<file path="src/rtl/udp_transmit_handler_if.sv">
// Bundle of the TX FIFO read side and the UDP encoder request/stream side.
// master: the transmit handler (pops the FIFO, drives request and payload).
// slave : the environment (FIFO head word, grant, payload ready).
interface udp_transmit_handler_if;
    // virtual-port TX FIFO, first-word-fall-through, {marker, byte}
    logic [8:0]  fifo_data;
    logic        fifo_valid;
    logic        fifo_read;
    // encoder frame request
    logic        tx_request;
    logic        tx_grant;
    logic [15:0] tx_udp_destination;
    logic [15:0] tx_udp_length;
    // encoder payload stream
    logic [7:0]  tx_data;
    logic        tx_data_valid;
    logic        tx_data_ready;
    logic        tx_data_last;
    logic        tx_abort;

    modport master (
        input  fifo_data, fifo_valid, tx_grant, tx_data_ready,
        output fifo_read, tx_request, tx_udp_destination, tx_udp_length,
               tx_data, tx_data_valid, tx_data_last, tx_abort
    );

    modport slave (
        output fifo_data, fifo_valid, tx_grant, tx_data_ready,
        input  fifo_read, tx_request, tx_udp_destination, tx_udp_length,
               tx_data, tx_data_valid, tx_data_last, tx_abort
    );
endinterface

</file>
<file path="src/rtl/udp_transmit_handler.sv">
// Purpose: parses framed words from the TX FIFO and streams one UDP payload per frame to the encoder.
// Latency: 4 header pops then a request; first payload byte valid 1 cycle after grant; 1 byte/clock.
// Backpressure: single output register, refilled only when empty or accepted; FIFO underrun stalls.
//
// Ports:
//   clock, reset_n       clock and synchronous active-low reset
//   enable               0 blocks the start of a new frame (sampled only while idle)
//   bus (master)         FIFO head/pop, encoder request/grant, payload valid/ready/last, tx_abort
//   frame_done           1-cycle pulse when the last payload byte is accepted
//   frame_error          1-cycle pulse on a framing or length error (frame dropped)
//   busy                 high whenever the parser is not idle
module udp_transmit_handler #(
    parameter int MAX_PAYLOAD_BYTES = 1472,
    parameter int UDP_HEADER_BYTES  = 8
) (
    input  logic                   clock,
    input  logic                   reset_n,
    input  logic                   enable,
    udp_transmit_handler_if.master bus,
    output logic                   frame_done,
    output logic                   frame_error,
    output logic                   busy
);
    localparam logic [15:0] MAX_LEN = 16'(MAX_PAYLOAD_BYTES);
    localparam logic [15:0] HDR_LEN = 16'(UDP_HEADER_BYTES);

    localparam logic [2:0] S_IDLE     = 3'd0;
    localparam logic [2:0] S_DEST_LSB = 3'd1;
    localparam logic [2:0] S_LEN_MSB  = 3'd2;
    localparam logic [2:0] S_LEN_LSB  = 3'd3;
    localparam logic [2:0] S_REQUEST  = 3'd4;
    localparam logic [2:0] S_STREAM   = 3'd5;
    localparam logic [2:0] S_DRAIN    = 3'd6;

    logic [2:0]  state;
    logic [7:0]  dst_msb;
    logic [7:0]  dst_lsb;
    logic [7:0]  len_msb;
    logic [15:0] remaining;

    logic        head_marker;
    logic [7:0]  head_byte;
    logic [15:0] len_word;
    logic        load;
    logic        stream_abort;

    assign head_marker = bus.fifo_data[8];
    assign head_byte   = bus.fifo_data[7:0];
    assign len_word    = {len_msb, head_byte};
    // output register may take a new byte when it is empty or being accepted
    assign load        = !bus.tx_data_valid || bus.tx_data_ready;
    // a start-of-frame marker before the payload is complete truncates the frame;
    // the marker word is left in the FIFO so the next frame parses from it
    assign stream_abort = (state == S_STREAM) && bus.fifo_valid && head_marker && (remaining != 16'd0);
    assign busy         = (state != S_IDLE);

    always_comb begin
        bus.fifo_read = 1'b0;
        if (reset_n) begin
            case (state)
                S_IDLE:                           bus.fifo_read = bus.fifo_valid && enable;
                S_DEST_LSB, S_LEN_MSB, S_LEN_LSB: bus.fifo_read = bus.fifo_valid;
                S_STREAM: bus.fifo_read = load && bus.fifo_valid && !head_marker && (remaining != 16'd0);
                S_DRAIN:  bus.fifo_read = bus.fifo_valid && !head_marker && (remaining != 16'd0);
                default:  bus.fifo_read = 1'b0;
            endcase
        end
    end

    always_ff @(posedge clock) begin
        if (!reset_n) begin
            state                  <= S_IDLE;
            dst_msb                <= 8'd0;
            dst_lsb                <= 8'd0;
            len_msb                <= 8'd0;
            remaining              <= 16'd0;
            bus.tx_request         <= 1'b0;
            bus.tx_udp_destination <= 16'd0;
            bus.tx_udp_length      <= 16'd0;
            bus.tx_data            <= 8'd0;
            bus.tx_data_valid      <= 1'b0;
            bus.tx_data_last       <= 1'b0;
            bus.tx_abort           <= 1'b0;
            frame_done             <= 1'b0;
            frame_error            <= 1'b0;
        end else begin
            frame_done   <= 1'b0;
            frame_error  <= 1'b0;
            bus.tx_abort <= 1'b0;
            case (state)
                S_IDLE: begin
                    if (bus.fifo_read) begin
                        if (head_marker) begin
                            dst_msb <= head_byte;
                            state   <= S_DEST_LSB;
                        end else begin
                            frame_error <= 1'b1;
                        end
                    end
                end
                S_DEST_LSB, S_LEN_MSB, S_LEN_LSB: begin
                    if (bus.fifo_read) begin
                        if (head_marker) begin
                            // unexpected start of frame: resync on it
                            frame_error <= 1'b1;
                            dst_msb     <= head_byte;
                            state       <= S_DEST_LSB;
                        end else if (state == S_DEST_LSB) begin
                            dst_lsb <= head_byte;
                            state   <= S_LEN_MSB;
                        end else if (state == S_LEN_MSB) begin
                            len_msb <= head_byte;
                            state   <= S_LEN_LSB;
                        end else if (len_word == 16'd0) begin
                            frame_error <= 1'b1;
                            state       <= S_IDLE;
                        end else if (len_word > MAX_LEN) begin
                            frame_error <= 1'b1;
                            remaining   <= len_word;
                            state       <= S_DRAIN;
                        end else begin
                            bus.tx_udp_destination <= {dst_msb, dst_lsb};
                            bus.tx_udp_length      <= len_word + HDR_LEN;
                            bus.tx_request         <= 1'b1;
                            remaining              <= len_word;
                            state                  <= S_REQUEST;
                        end
                    end
                end
                S_REQUEST: begin
                    if (bus.tx_grant) begin
                        bus.tx_request <= 1'b0;
                        state          <= S_STREAM;
                    end
                end
                S_STREAM: begin
                    if (stream_abort) begin
                        bus.tx_abort      <= 1'b1;
                        frame_error       <= 1'b1;
                        bus.tx_data_valid <= 1'b0;
                        bus.tx_data_last  <= 1'b0;
                        state             <= S_IDLE;
                    end else begin
                        if (bus.tx_data_valid && bus.tx_data_ready && bus.tx_data_last) begin
                            frame_done <= 1'b1;
                            state      <= S_IDLE;
                        end
                        if (bus.fifo_read) begin
                            bus.tx_data       <= head_byte;
                            bus.tx_data_valid <= 1'b1;
                            bus.tx_data_last  <= (remaining == 16'd1);
                            remaining         <= remaining - 16'd1;
                        end else if (load) begin
                            bus.tx_data_valid <= 1'b0;
                            bus.tx_data_last  <= 1'b0;
                        end
                    end
                end
                S_DRAIN: begin
                    if (bus.fifo_read) begin
                        remaining <= remaining - 16'd1;
                    end else if ((remaining == 16'd0) || (bus.fifo_valid && head_marker)) begin
                        state <= S_IDLE;
                    end
                end
                default: state <= S_IDLE;
            endcase
        end
    end
endmodule

</file>
<file path="src/flat_wrapper.sv">
// flat-port wrapper written by rule: the top's interface ports become plain ports
module udp_transmit_handler_flat 
#(
    parameter int MAX_PAYLOAD_BYTES = 1472,
    parameter int UDP_HEADER_BYTES  = 8
)
  (clock, reset_n, enable, frame_done, frame_error, busy, bus_fifo_data, bus_fifo_valid, bus_tx_grant, bus_tx_data_ready, bus_fifo_read, bus_tx_request, bus_tx_udp_destination, bus_tx_udp_length, bus_tx_data, bus_tx_data_valid, bus_tx_data_last, bus_tx_abort);
  udp_transmit_handler_if bus_i ();
  input  logic clock;
  input  logic reset_n;
  input  logic enable;
  output logic frame_done;
  output logic frame_error;
  output logic busy;
  input wire logic [$bits(bus_i.fifo_data)-1:0] bus_fifo_data;
  input wire logic [$bits(bus_i.fifo_valid)-1:0] bus_fifo_valid;
  input wire logic [$bits(bus_i.tx_grant)-1:0] bus_tx_grant;
  input wire logic [$bits(bus_i.tx_data_ready)-1:0] bus_tx_data_ready;
  output wire logic [$bits(bus_i.fifo_read)-1:0] bus_fifo_read;
  output wire logic [$bits(bus_i.tx_request)-1:0] bus_tx_request;
  output wire logic [$bits(bus_i.tx_udp_destination)-1:0] bus_tx_udp_destination;
  output wire logic [$bits(bus_i.tx_udp_length)-1:0] bus_tx_udp_length;
  output wire logic [$bits(bus_i.tx_data)-1:0] bus_tx_data;
  output wire logic [$bits(bus_i.tx_data_valid)-1:0] bus_tx_data_valid;
  output wire logic [$bits(bus_i.tx_data_last)-1:0] bus_tx_data_last;
  output wire logic [$bits(bus_i.tx_abort)-1:0] bus_tx_abort;
  assign bus_i.fifo_data = bus_fifo_data;
  assign bus_i.fifo_valid = bus_fifo_valid;
  assign bus_i.tx_grant = bus_tx_grant;
  assign bus_i.tx_data_ready = bus_tx_data_ready;
  assign bus_fifo_read = bus_i.fifo_read;
  assign bus_tx_request = bus_i.tx_request;
  assign bus_tx_udp_destination = bus_i.tx_udp_destination;
  assign bus_tx_udp_length = bus_i.tx_udp_length;
  assign bus_tx_data = bus_i.tx_data;
  assign bus_tx_data_valid = bus_i.tx_data_valid;
  assign bus_tx_data_last = bus_i.tx_data_last;
  assign bus_tx_abort = bus_i.tx_abort;
  udp_transmit_handler #(.MAX_PAYLOAD_BYTES(MAX_PAYLOAD_BYTES), .UDP_HEADER_BYTES(UDP_HEADER_BYTES)) u_core (.clock(clock), .reset_n(reset_n), .enable(enable), .bus(bus_i), .frame_done(frame_done), .frame_error(frame_error), .busy(busy));
endmodule
</file>
<file path="config.mk">
export PLATFORM = sky130hd
export DESIGN_NAME = udp_transmit_handler_flat
export DESIGN_NICKNAME = d
export VERILOG_FILES = /design/src/rtl/udp_transmit_handler_if.sv /design/src/rtl/udp_transmit_handler.sv /design/src/flat_wrapper.sv
export SDC_FILE = /design/constraint.sdc
export NUM_CORES = 1
export LEC_CHECK = 0
export CAP_MARGIN = 20
export CELL_PAD_IN_SITES_DETAIL_PLACEMENT = 1
export CELL_PAD_IN_SITES_GLOBAL_PLACEMENT = 1
export CORE_MARGIN = 8
export CORE_UTILIZATION = 35
export CTS_CLUSTER_DIAMETER = 150
export CTS_CLUSTER_SIZE = 8
export DETAILED_ROUTE_END_ITERATION = 12
export DONT_BUFFER_PORTS = 1
export PLACE_DENSITY = 0.64
export SLEW_MARGIN = 20
export SYNTH_ARGS = -nofsm -noshare
export SYNTH_HDL_FRONTEND = slang
export SYNTH_SLANG_ARGS = --single-unit
</file>
<file path="constraint.sdc">
create_clock -name clock -period 3.7 [get_ports clock]
set_clock_uncertainty 0.15 [all_clocks]
set_input_delay 0.37 -clock clock [delete_from_list [all_inputs] [get_ports clock]]
set_output_delay 0.37 -clock clock [all_outputs]
set_load 0.02 [all_outputs]
</file>
## After elaboration in Yosys (flattened, before gate mapping)

Index checks and enable logic that the tools add are counted.

- Memories kept: 0
- Bits in latches: 0
- RAM bits: 0
- Flip-flop bits (word level): 89
- Word-level logic and storage cells: 130
- Output and inout bits: 48
- Input port bits: 15
- ROM bits: 0

- Reduce and logical (&&, ||, !) cells: 37
- Mux-type cells: 48
- Multiply operators: 0
- Shifts and indexed selects: 0
- Bitwise operators: 8
- Div/mod/pow operators: 0
- Magnitude comparators: 1
- Add/sub/neg operators: 2
- Eq/ne operators: 20

Operators with widths:

| cell | number |
|---|---|
| 2-to-1 mux 16 bit | 7 |
| case mux 16 bit (3 select lines) | 1 |
| 2-to-1 mux 3 bit | 12 |
| logical NOT 16 bit | 2 |
| 2-to-1 mux 1 bit | 23 |
| != test 2 bit, second input constant | 11 |
| AND reduction 7 bit | 3 |
| adder 16 x 4 -> 16 bit, second input constant | 1 |
| equality test 16 x 1 -> 1 bit, second input constant | 1 |
| > comparator 16 x 11 -> 1 bit, second input constant | 1 |
| nonzero test 16 bit | 1 |
| subtractor 16 x 1 -> 16 bit, second input constant | 1 |
| case mux 3 bit (5 select lines) | 1 |
| logical AND 1 bit | 12 |
| equality test 3 bit, second input constant | 3 |
| nonzero test 3 bit | 3 |
| inverter 1 bit | 8 |
| AND reduction 8 bit | 1 |
| equality test 3 x 2 -> 1 bit, second input constant | 2 |
| AND reduction 3 bit | 2 |
| OR reduction 3 bit | 2 |
| AND reduction 5 bit | 1 |
| case mux 1 bit (4 select lines) | 1 |
| AND reduction 2 bit | 2 |
| other kinds (12) | 14 |

## Longest topological paths before layout

- Depth after elaboration: 10
- Mapped depth: 9
- Depth with buffers taken out: 7

## Worst setup path after synthesis

No wires, ideal clock.

- Kind: reg2out
- Start point: register u_core.remaining[0]
- End point: output bus_fifo_read
- Path slack: 1,303 ps
- Data arrival time: 1,877 ps
- Required time: 3,180 ps
- Buffers on the path: 2
- Cell stages (with the launch flop): 9
- Cells stage by stage: dfxtp_1 > inv_1 > ha_1 > nor4b_1 > and4_1 > buf_2 > or4_1 > buf_4 > nand2b_1

- Longest elaborated chain between the ends: 4
- Elaborated cells between the ends (all ways): 5
- Those cells by class: mux: 2; reduce/logical: 3

Ends and longest elaborated chain:

| what | line | RTL |
|---|---|---|
| start: declaration | udp_transmit_handler.sv:39 | `logic [15:0] remaining;` |
| start signal: assignment | udp_transmit_handler.sv:119 | `remaining <= len_word;` |
| start signal: assignment | udp_transmit_handler.sv:125 | `remaining <= len_word;` |
| start signal: assignment | udp_transmit_handler.sv:152 | `remaining <= remaining - 16'd1;` |
| nonzero test 16 bit * | udp_transmit_handler.sv:63, udp_transmit_handler.sv:64 |  |
| logical AND 1 bit (on tied branches) | udp_transmit_handler.sv:64, udp_transmit_handler.sv:63 |  |
| case mux 1 bit (4 select lines) * | udp_transmit_handler.sv:60 | `case (state)` |
| 2-to-1 mux 1 bit * | udp_transmit_handler.sv:59 | `if (reset_n) begin` |
| end: declaration | flat_wrapper.sv:19 | `output wire logic [$bits(bus_i.fifo_read)-1:0] bus_fifo_read;` |

Mark *: on every way between the ends. The rest lies on a longest branch, timed or not.

## Final worst setup path

- Start point: register u_core.state[1]
- End point: output bus_fifo_read

- Longest elaborated chain between the ends: 4
- Elaborated cells between the ends (all ways): 9
- Those cells by class: eq/ne: 5; mux: 2; reduce/logical: 2

Ends and longest elaborated chain:

| what | line | RTL |
|---|---|---|
| start: declaration | udp_transmit_handler.sv:35 | `logic [2:0] state;` |
| start signal: assignment | udp_transmit_handler.sv:72 | `state <= S_IDLE;` |
| start signal: assignment | udp_transmit_handler.sv:95 | `state <= S_DEST_LSB;` |
| start signal: assignment | udp_transmit_handler.sv:107 | `state <= S_DEST_LSB;` |
| equality test 3 x 2 -> 1 bit / equality test 3 x 1 -> 1 bit (equally long branches) | udp_transmit_handler.sv:60 |  |
| OR reduction 3 bit | udp_transmit_handler.sv:60 |  |
| case mux 1 bit (4 select lines) * | udp_transmit_handler.sv:60 |  |
| 2-to-1 mux 1 bit * | udp_transmit_handler.sv:59 |  |

Marks and branches as above.

==> metrics.md <==
| Metric | Value |
|---|---|
| Remaining antenna violation count | 0 |
| Initial core utilization | 35.25% |
| Initial antenna violation count | 0 |
| Vias/cell | 5.875 |
| Met1 Use GR | 19.87% |
| Worst EP arrival | 2.61 ns |
| Synth top area cells | dfxtp_1, mux2i_1, a21oi_1, o21ai_0, nand3_1 |
| CTS Buf Count | 9 |
| DIE AREA | 15640 um2 |
| Met2 GRT Util | 27.93% |
| RSZ-0062 raised after global routing | false |
| Post-synthesis async set-or-reset flop share | 0% |
| DP Area | 4213 um2 |
| Syn_area_per_cell | 8.550 um2 |
| Final setup viols | 0 |
| Prevailing post-synth register cell | dfxtp_1 |
| Finished Cell Area | 4519 um2 |
| Die height | 125.1 um |
| Worst path required time | 3.18 ns |
| Vias in the first global route | 3663 |
| Clock slew at reported path FFs | 0.06 ns |
| Diode count | 0 |
| # rows | 40 |
| H-tree Lvls | 3 |
| Slew HR | 51.74% |
| Final hold viol count | 0 |
| CTS Root Cell | clkbuf_16 |
| Nature of the critical path endpoint | output pin |
| Critical path class | reg -> out |
| GRT Util Overall | 16.42% |
| Placed cells | 600 |
| Post-synth top area cell | dfxtp_1 |
| CTS sink count | 89 |
| Fin Setup TNS | 0 ns |
| Hold WC Path Type | in -> reg |
| Syn Std Cell Area | 4164 um2 |
| Global route total overflow | 0 |
| IO Count | 63 |
| CP max FO | 23 |
| Post-layout net count | 484 |
| Layout cells sized above 1 | 7.447% |
| Pre-antenna DRT Iters | 4 |
| Area grow syn2layout | 8.534% |
| Die Wd | 125.1 um |
| Post-synth EDFFs | 0 |
| Critical Path Start Type | flop |
| Hpwl dp | 8698 um |
| Worst-Skew Late Latency | 0.35 ns |
| Least-Margin Pin Slew | 0.7240 ns |
| TritonCTS clock tree | done |
| Slew Limit Fails | 0 |
| Post-synthesis sequential area ratio | 42.79% |
| CTS Buffer Depth | 2 |
| Postcts setup bufs | 0 |
| Vias | 3625 |
| Initial DRC count | 230 |
| Post-route insts no fill | 617 |
| Yosys warns | 0 |
| PD cells | 426.4 nW/um2 |
| Gpl congestion | 0.8268 |
| Grt met3 use | 4.207% |
| GRT busiest layer | met2 |
| Core Box Area | 11810 um2 |
| Share of the synthesized area in the top cell type | 42.79% |
| Crit share post-route | 84.61% |
| Peak Freq | 319.4 MHz |
| Routed WL per cell | 20.76 um |
| Largest net degree at the start of global routing | 57 |
| Distinct cells, synth | 60 |
| Cells after Synth | 487 |
| Leak | 1.676 nW |
| First-pass GRT wire length | 20620 um |
| Synth Register Bits | 89 |
| Min cycle time layout | 3.130 ns |
| Status | finished clean |
| Port Buffers | 0 |
| WL final | 12810 um |
| Pwr Total | 0.001927 W |
| Max-Cap Viols | 0 |
| VDD IR-drop max | 0.1639 mV |
| Worst hold slack | 0.01852 ns |
| Syn Nets | 506 |
| DRC | 0 |
-- metrics by stage --
step / utilization [%] / setup WS, ns
2_1_floorplan: - / 1.303
3_3_place_gp: 35.67 / 1.002
3_5_place_dp: 35.67 / 0.9256
4_1_cts: 38.26 / 0.5427
5_1_grt: 38.26 / 0.3762
6_report: 38.26 / 0.5696
-- final cells by class --
type | instances | area, um2
clock buffer | 9 | 225.2
clock inverter | 7 | 71.32
fill | 1381 | 7292
inverter | 6 | 22.52
multi-input combinational | 350 | 2165
sequential | 89 | 1782
tap | 147 | 183.9
timing repair buffer | 9 | 70.07
-- critical path, stage by stage, from the launching register on --
cell and delay, ns:
dfxtp_1 0.58, and2b_1 0.27, o21ai_1 0.09, buf_4 0.23
or4_1 0.75, nand2b_1 0.32
-- per-layer routing --
layer	up-vias	share of wire, %
met3	10	5.1
li1	1743	-
met4	0	1.4
met2	70	48
met5	-	0
met1	1802	45
-- cells in the final DEF, fill, tap and decap left out, drive strengths merged, types with 3 or more instances in the layout --
| master | instances |
|---|---|
| a211oi | 9 |
| a21oi | 45 |
| a31o | 4 |
| a32o | 5 |
| a32oi | 3 |
| and3 | 10 |
| buf | 8 |
| clkbuf | 9 |
| clkinv | 3 |
| dfxtp | 89 |
| ha | 4 |
| inv | 10 |
| mux2i | 24 |
| nand2 | 33 |
| nand2b | 3 |
| nand3 | 32 |
| nand4 | 4 |
| nor2 | 37 |
| nor3 | 10 |
| nor4 | 5 |
| o211ai | 9 |
| o21a | 10 |
| o21ai | 48 |
| o22ai | 8 |
| or3 | 6 |
| or4 | 4 |
| xnor2 | 4 |
-- power breakdown --
part	switching [W]	total, W	internal [W]
clock	0.000438	0.000914	0.000476
combinational	0.0000304	0.0000481	0.0000177
sequential	0.00000434	0.000965	0.000961
total	0.000473	0.00193	0.00145
-- worst paths after layout --
path | from | end | slack (ns) | depth (start not counted)
setup / recovery | u_core.state[1] | bus_fifo_read | 0.57 | 5
hold / removal | reset_n | u_core.state[0] | 0.02 | 1
setup reg to reg | u_core.state[2] | u_core.remaining[8] | 0.99 | 6
hold reg to reg | u_core.dst_lsb[4] | u_core.bus.tx_udp_destination[4] | 0.32 | 2
-- cells in the mapped netlist, types with 9 or more instances --
library cell and instances:
o21ai_0 43, dfxtp_1 89, clkbuf_1 28, nor2_1 37, and3_1 10, o21a_1 10, a21oi_1 45, nand2_1 33
o211ai_1 9, nor3_1 10, nand3_1 32, mux2i_1 24
-- state kept, by name, indices dropped and copies added, names as in the netlist --
name / flops
u_core.bus.tx_data_last: 1
u_core.len_msb: 8
u_core.bus.tx_udp_destination: 16
u_core.state: 3
u_core.bus.tx_data_valid: 1
u_core.frame_done: 1
u_core.dst_msb: 8
u_core.bus.tx_data: 8
u_core.dst_lsb: 8
u_core.bus.tx_request: 1
u_core.frame_error: 1
u_core.bus.tx_abort: 1
u_core.bus.tx_udp_length: 16
u_core.remaining: 16
-- kinds of logic (layout without fill, tap and decap cells) --
family | Yosys count | count (layout) | share of synthesized area [%]
AO/OA/AOI/OAI | 158 | 158 | 24.04
XOR/XNOR | 6 | 6 | 1.262
adder cells (fa/ha/maj) | 4 | 4 | 1.202
buffers and inverters | 48 | 31 | 5.228
flip-flops | 89 | 89 | 42.79
multiplexers | 24 | 24 | 5.769
AND/OR/NAND/NOR | 158 | 158 | 19.71
-- repair_timing --
item / CTS / global route
gates resized for setup: 0 / 0
hold endpoints to repair: 1 / 0
hold buffers: 1 / 0
Note: power is estimated with default switching activity, not from simulation.
